**config.mk**
```make
export PLATFORM = sky130hd
export DESIGN_NAME = interrupt_controller
export DESIGN_NICKNAME = d
export VERILOG_FILES = /design/src/rtl/interrupt_controller.sv
export SDC_FILE = /design/constraint.sdc
export NUM_CORES = 1
export LEC_CHECK = 0
export ABC_AREA = 1
export ABC_CLOCK_PERIOD_IN_PS = 5200
export CORE_AREA = 2 2 57 81
export DETAILED_ROUTE_END_ITERATION = 12
export DIE_AREA = 0 0 59 83
export GPL_ROUTABILITY_DRIVEN = 1
export PLACE_DENSITY = 0.78
export SLEW_MARGIN = 20
export SYNTH_ARGS = -nofsm -noshare
export SYNTH_HDL_FRONTEND = slang
export SYNTH_SLANG_ARGS = --single-unit
```
**constraint.sdc**
```tcl
create_clock -name i_Clk -period 5.2 [get_ports i_Clk]
set_input_delay 1.56 -clock i_Clk [delete_from_list [all_inputs] [get_ports i_Clk]]
set_output_delay 1.56 -clock i_Clk [all_outputs]
set_load 0.02 [all_outputs]
```
**src/rtl/interrupt_controller.sv**
```systemverilog
// interrupt_controller: IF/IE registers, IME flag and the 5-M-cycle interrupt
// dispatch sequence (WAIT0, WAIT1, PUSH_HI, PUSH_LO, JUMP), plus the HALT wake signal.
// Optional feature macro: INT_DISPATCH_CANCEL_EN re-selects the interrupt from live
// IE&IF when leaving PUSH_HI. If nothing is pending at that point, the vector is
// 16'h0000 and no IF bit is cleared. When the macro is undefined, the index latched
// at dispatch start is used instead.
module interrupt_controller #(
    parameter logic [15:0] VECTOR_BASE   = 16'h0040,
    parameter int unsigned VECTOR_STRIDE = 8,
    parameter logic [15:0] IF_ADDR       = 16'hFF0F,
    parameter logic [15:0] IE_ADDR       = 16'hFFFF
) (
    input  logic        i_Clk,
    input  logic        i_Reset,
    input  logic        i_M_Tick,
    input  logic [4:0]  i_Int_Req,
    input  logic [15:0] i_Bus_Addr,
    input  logic        i_Bus_Wr,
    input  logic [7:0]  i_Bus_WData,
    output logic [7:0]  o_Bus_RData,
    output logic        o_Bus_Sel,
    input  logic        i_Instr_Boundary,
    input  logic        i_EI,
    input  logic        i_DI,
    input  logic        i_RETI,
    output logic        o_IME,
    output logic        o_Dispatch,
    output logic        o_Push_Hi,
    output logic        o_Push_Lo,
    output logic        o_Jump,
    output logic [15:0] o_Vector,
    output logic        o_Wake
);

    typedef enum logic [2:0] {
        S_IDLE, S_WAIT0, S_WAIT1, S_PUSH_HI, S_PUSH_LO, S_JUMP
    } state_t;

    state_t      r_state;
    state_t      w_state_next;
    logic [4:0]  r_if;
    logic [7:0]  r_ie;
    logic        r_ime;
    logic        r_ei_pend;
    logic [15:0] r_vector;

    logic        w_hit_if;
    logic        w_hit_ie;
    logic        w_wr_if;
    logic        w_wr_ie;
    logic [4:0]  w_pending;
    logic        w_start;
    logic        w_leave_hi;
    logic [2:0]  w_sel_idx;
    logic        w_sel_valid;
    logic [4:0]  w_clr_mask;

    // Lowest set bit wins; returns 0 when nothing is set (caller checks validity).
    function automatic logic [2:0] f_lowest(input logic [4:0] v);
        logic [2:0] idx;
        if (v[0])      idx = 3'd0;
        else if (v[1]) idx = 3'd1;
        else if (v[2]) idx = 3'd2;
        else if (v[3]) idx = 3'd3;
        else if (v[4]) idx = 3'd4;
        else           idx = 3'd0;
        return idx;
    endfunction

    function automatic logic [15:0] f_vector(input logic [2:0] idx);
        return VECTOR_BASE + 16'(VECTOR_STRIDE * 32'(idx));
    endfunction

    assign w_hit_if   = (i_Bus_Addr == IF_ADDR);
    assign w_hit_ie   = (i_Bus_Addr == IE_ADDR);
    assign w_wr_if    = i_Bus_Wr && w_hit_if;
    assign w_wr_ie    = i_Bus_Wr && w_hit_ie;
    assign w_pending  = r_ie[4:0] & r_if;
    assign w_start    = i_M_Tick && i_Instr_Boundary && r_ime && (|w_pending) && (r_state == S_IDLE);
    assign w_leave_hi = i_M_Tick && (r_state == S_PUSH_HI);

`ifdef INT_DISPATCH_CANCEL_EN
    assign w_sel_idx   = f_lowest(w_pending);
    assign w_sel_valid = |w_pending;
`else
    logic [2:0] r_idx;

    // Capture the winning index on the tick that enters WAIT0.
    always_ff @(posedge i_Clk or posedge i_Reset) begin
        if (i_Reset)      r_idx <= '0;
        else if (w_start) r_idx <= f_lowest(w_pending);
    end

    assign w_sel_idx   = r_idx;
    assign w_sel_valid = 1'b1;
`endif

    assign w_clr_mask = (w_leave_hi && w_sel_valid) ? (5'b00001 << w_sel_idx) : '0;

    // IF latches requests every clock; a request beats both a bus write and the dispatch clear.
    always_ff @(posedge i_Clk or posedge i_Reset) begin
        if (i_Reset) r_if <= '0;
        else         r_if <= ((w_wr_if ? i_Bus_WData[4:0] : r_if) & ~w_clr_mask) | i_Int_Req;
    end

    // IE keeps all 8 written bits; only [4:0] take part in selection.
    always_ff @(posedge i_Clk or posedge i_Reset) begin
        if (i_Reset)      r_ie <= '0;
        else if (w_wr_ie) r_ie <= i_Bus_WData;
    end

    // IME / EI-delay: EI arms a pending flag promoted at the next boundary tick, DI wins at once.
    always_ff @(posedge i_Clk or posedge i_Reset) begin
        if (i_Reset) begin
            r_ime     <= 1'b0;
            r_ei_pend <= 1'b0;
        end else if (w_start || i_DI) begin
            r_ime     <= 1'b0;
            r_ei_pend <= 1'b0;
        end else begin
            if (i_RETI) r_ime <= 1'b1;
            if (i_M_Tick && i_Instr_Boundary && r_ei_pend) begin
                r_ime     <= 1'b1;
                r_ei_pend <= 1'b0;
            end
            // Set after the promotion so an EI on a boundary tick waits for the next one.
            if (i_EI) r_ei_pend <= 1'b1;
        end
    end

    // Vector register, loaded on the tick leaving PUSH_HI.
    always_ff @(posedge i_Clk or posedge i_Reset) begin
        if (i_Reset)         r_vector <= '0;
        else if (w_leave_hi) r_vector <= w_sel_valid ? f_vector(w_sel_idx) : 16'h0000;
    end

    // Dispatch FSM state register.
    always_ff @(posedge i_Clk or posedge i_Reset) begin
        if (i_Reset) r_state <= S_IDLE;
        else         r_state <= w_state_next;
    end

    // Next state: one step per M-tick once started.
    always_comb begin
        w_state_next = r_state;
        case (r_state)
            S_IDLE:    if (w_start)  w_state_next = S_WAIT0;
            S_WAIT0:   if (i_M_Tick) w_state_next = S_WAIT1;
            S_WAIT1:   if (i_M_Tick) w_state_next = S_PUSH_HI;
            S_PUSH_HI: if (i_M_Tick) w_state_next = S_PUSH_LO;
            S_PUSH_LO: if (i_M_Tick) w_state_next = S_JUMP;
            S_JUMP:    if (i_M_Tick) w_state_next = S_IDLE;
            default:                 w_state_next = S_IDLE;
        endcase
    end

    // Moore strobes decoded from the state.
    always_comb begin
        o_Dispatch = (r_state != S_IDLE);
        o_Push_Hi  = (r_state == S_PUSH_HI);
        o_Push_Lo  = (r_state == S_PUSH_LO);
        o_Jump     = (r_state == S_JUMP);
    end

    // Bus read mux; unused IF bits read as 1.
    always_comb begin
        o_Bus_RData = 8'h00;
        if (w_hit_if)      o_Bus_RData = {3'b111, r_if};
        else if (w_hit_ie) o_Bus_RData = r_ie;
    end

    assign o_Bus_Sel = w_hit_if || w_hit_ie;
    assign o_IME     = r_ime;
    assign o_Vector  = r_vector;
    assign o_Wake    = |w_pending;

endmodule

```
==> metrics.txt <==
Final Cycle Share=between 90 and 100%; clock-pin slew on the worst setup and hold paths=roughly 0.080 ns; area grow syn2layout=36.8%; ys async rst share=between 90% and 100%; Sequential Area=between 600 and 700 um2; ys flop type=dfrtp_1; Routability Congestion=around 0.88; R2R cell count=7; most common cell in the netlist=nand2_1; hold path cells=1; setup_tns=0 ns; number of global-route vias before repair=1406; initial antenna violation count=0; leakage=1.12 nW; PwrDens=approximately 260 nW/um2; kind of critical path=input pin to output port; synth top area cells=dfrtp_1, nand2_1, inv_1; Die X=approximately 59 um; Setup Fix Bufs, Post-CTS=0; DP HPWL=around 3000 um; H-tree Lvls=1; crit path capture type=output port; Inserted Clock Buffers=3; critical path peak fanout=9; Rows=28; Max stage delay on crit path=0.64 ns; Tmin final=~5 ns; Residual DRC=0; Via density=between 4 and 5; Hold Buf Count CTS=0; Pwr Total=0.000578 W; gr usage total=between 15 and 20%; unrepaired setup endpoints after global routing=false; fmax=198 MHz; Post-CTS Resized=0; post-synth top area share=roughly two fifths; sequential area share after synthesis=just under 40%; HP Class=flip-flop to flip-flop; CTS tree=built; layout cells sized above 1=9.82%; # setup viols final=0; YS warnings=0; post-synthesis sequential element count=25; Clock Latency Late Sink=roughly 0.27 ns; CTS Root Cell=clkbuf_8; largest net degree at the start of global routing=26; DRT antenna net count=0; Initial Util=between 30% and 40%; Post-synth EDFFs=0; Vias=roughly 1.5k; number of fill cells in the layout=409; # clock sinks=25; # nets final=~310; Worst Max-Slew Pin Slew=between 0.8 and 0.9 ns; Avg Synthesized Cell Area=7.39 um2; synth cell count leaders=nand2_1, inv_1, dfrtp_1; WL final=~3600 um; Max-cap violations=0; crit-path cells=clkdlybuf4s50_1 > nand2_1 > inv_1 > nand2_1 > nor2_4 > nand2_2 > o22ai_1 > clkdlybuf4s50_1; Overflow after GRT=0; post-synth top area cell=dfrtp_1; Die ar.=between 4000 and 5000 um2; PortBufs=55; Crit-path slowest cell=clkdlybuf4s50_1; Final Max Slew Viols=0; synthesized area=roughly 1600 um2; DR pass1 iterations=4; CP Launch Type=input pin; Core ar.=slightly above 4000 um2; final hold viol count=0; critical path data required time=about 3.6 ns; multi-input logic area=778 um2; n_diodes=0; Mapped Cells=approximately 220; Initial DRC Count=70; Slew HR=between 40 and 50%; Crit. Startpoint=i_Bus_Addr[3]; CTS Buffer Depth=2; Yosys cell types=24; VDD IR max=0.0939 mV; worst path arrival time=~3.5 ns; Hold Path Origin=o_Vector[6]$_DFFE_PP0P_; Wirelength per Cell=roughly 11 um; Boundary Pins=slightly below 70; Final Skew=between 0.005 and 0.006 ns; first-pass GRT wire length=between 6000 and 7000 um; Die Y=between 80 and 90 um; outcome=completed; Reg2Reg Launch Point=r_state[0]$_DFFE_PP0P_
==> sequential cells by signal, summed over array words and instances (netlist names) <==
| signal | cells |
|---|---|
| o_Vector | 4 |
| r_if | 5 |
| o_IME | 1 |
| r_ie | 8 |
| r_ei_pend | 1 |
| r_idx | 3 |
| r_state | 3 |
==> path summary, 6_finish.rpt <==
kind	to	slack, ns
worst max-delay path	o_Bus_RData[1]	0.14
worst min-delay path	o_Vector[6]$_DFFE_PP0P_	0.48
worst max register to register	r_state[2]$_DFFE_PP0P_	3.93
worst min register to register	o_Vector[6]$_DFFE_PP0P_	0.48
max in group asynchronous	r_if[1]$_DFF_PP0_	3.12
min in group asynchronous	r_ei_pend$_DFFE_PP0P_	1.67
==> cell type report <==
cell class                      count  area share (%)
Multi-Input combinational cell    153            35.3
Tap cell                           45            2.56
Inverter                           37            6.31
Clock buffer                        4            2.05
Timing Repair Buffer               56            25.3
Sequential cell                    25            28.4
==> routing by layer <==
layer  track usage (%)  share of wire, %  up-vias
li1                  -                 -      778
met1              18.9                39      689
met2              27.7                53       60
met3              2.49               7.2        4
met4              4.34               1.1        0
met5                 0                 0        -
==> power breakdown <==
part | internal (W) | switching, W | leakage (nW) | total [W]
Combinational | 0.000101 | 0.000119 | 0.804 | 0.000220
Clock | 0.0000548 | 0.0000603 | 0.0228 | 0.000115
Sequential | 0.000222 | 0.0000212 | 0.289 | 0.000243
Total | 0.000377 | 0.000200 | 1.12 | 0.000578
==> worst max-delay path, delay by kind of cell <==
kind,cells,cell delay (ns)
AND/OR/NAND/NOR,4,0.52
AO/OA/AOI/OAI,1,0.25
buffers and inverters,3,1.17
==> logic make-up after synthesis <==
kind of cell | count (synthesis) | synth area share, %
other cells | 1 | 0.233
buf+inv | 51 | 15.4
simple gates | 123 | 39.5
compound gates | 18 | 6.06
flops | 25 | 38.9
==> placed cells by master, fill, tap and decap left out <==
master and instances:
a211oi_1 1, a21oi_1 2, buf_4 1, clkbuf_1 1
clkbuf_8 3, clkdlybuf4s50_1 55, clkinv_1 1, conb_1 12
dfrtp_1 25, inv_1 35, inv_2 1, nand2_1 64
nand2_2 9, nand3_1 21, nand3_2 3, nand4_1 8
nand4_2 1, nand4_4 1, nor2_1 4, nor2_2 1
nor2_4 5, nor3_1 4, nor3_4 1, o21ai_0 4
o21ai_1 7, o22ai_1 4, or2_2 1
==> per-stage QoR <==
stage               setup slack [ns]  hold slack (ns)  util, %  area (um2)  cells
floorplan                       1.19            0.442        -        1650    229
global placement               0.176            0.451     52.2        2160    316
detailed placement             0.132            0.469     52.2        2160    316
CTS                            0.134            0.490     53.3        2200    320
global route                  0.0328            0.505     53.3        2200    320
finish                         0.137            0.478     53.3        2200    320
No activity file was read; power rests on OpenSTA's default activity.
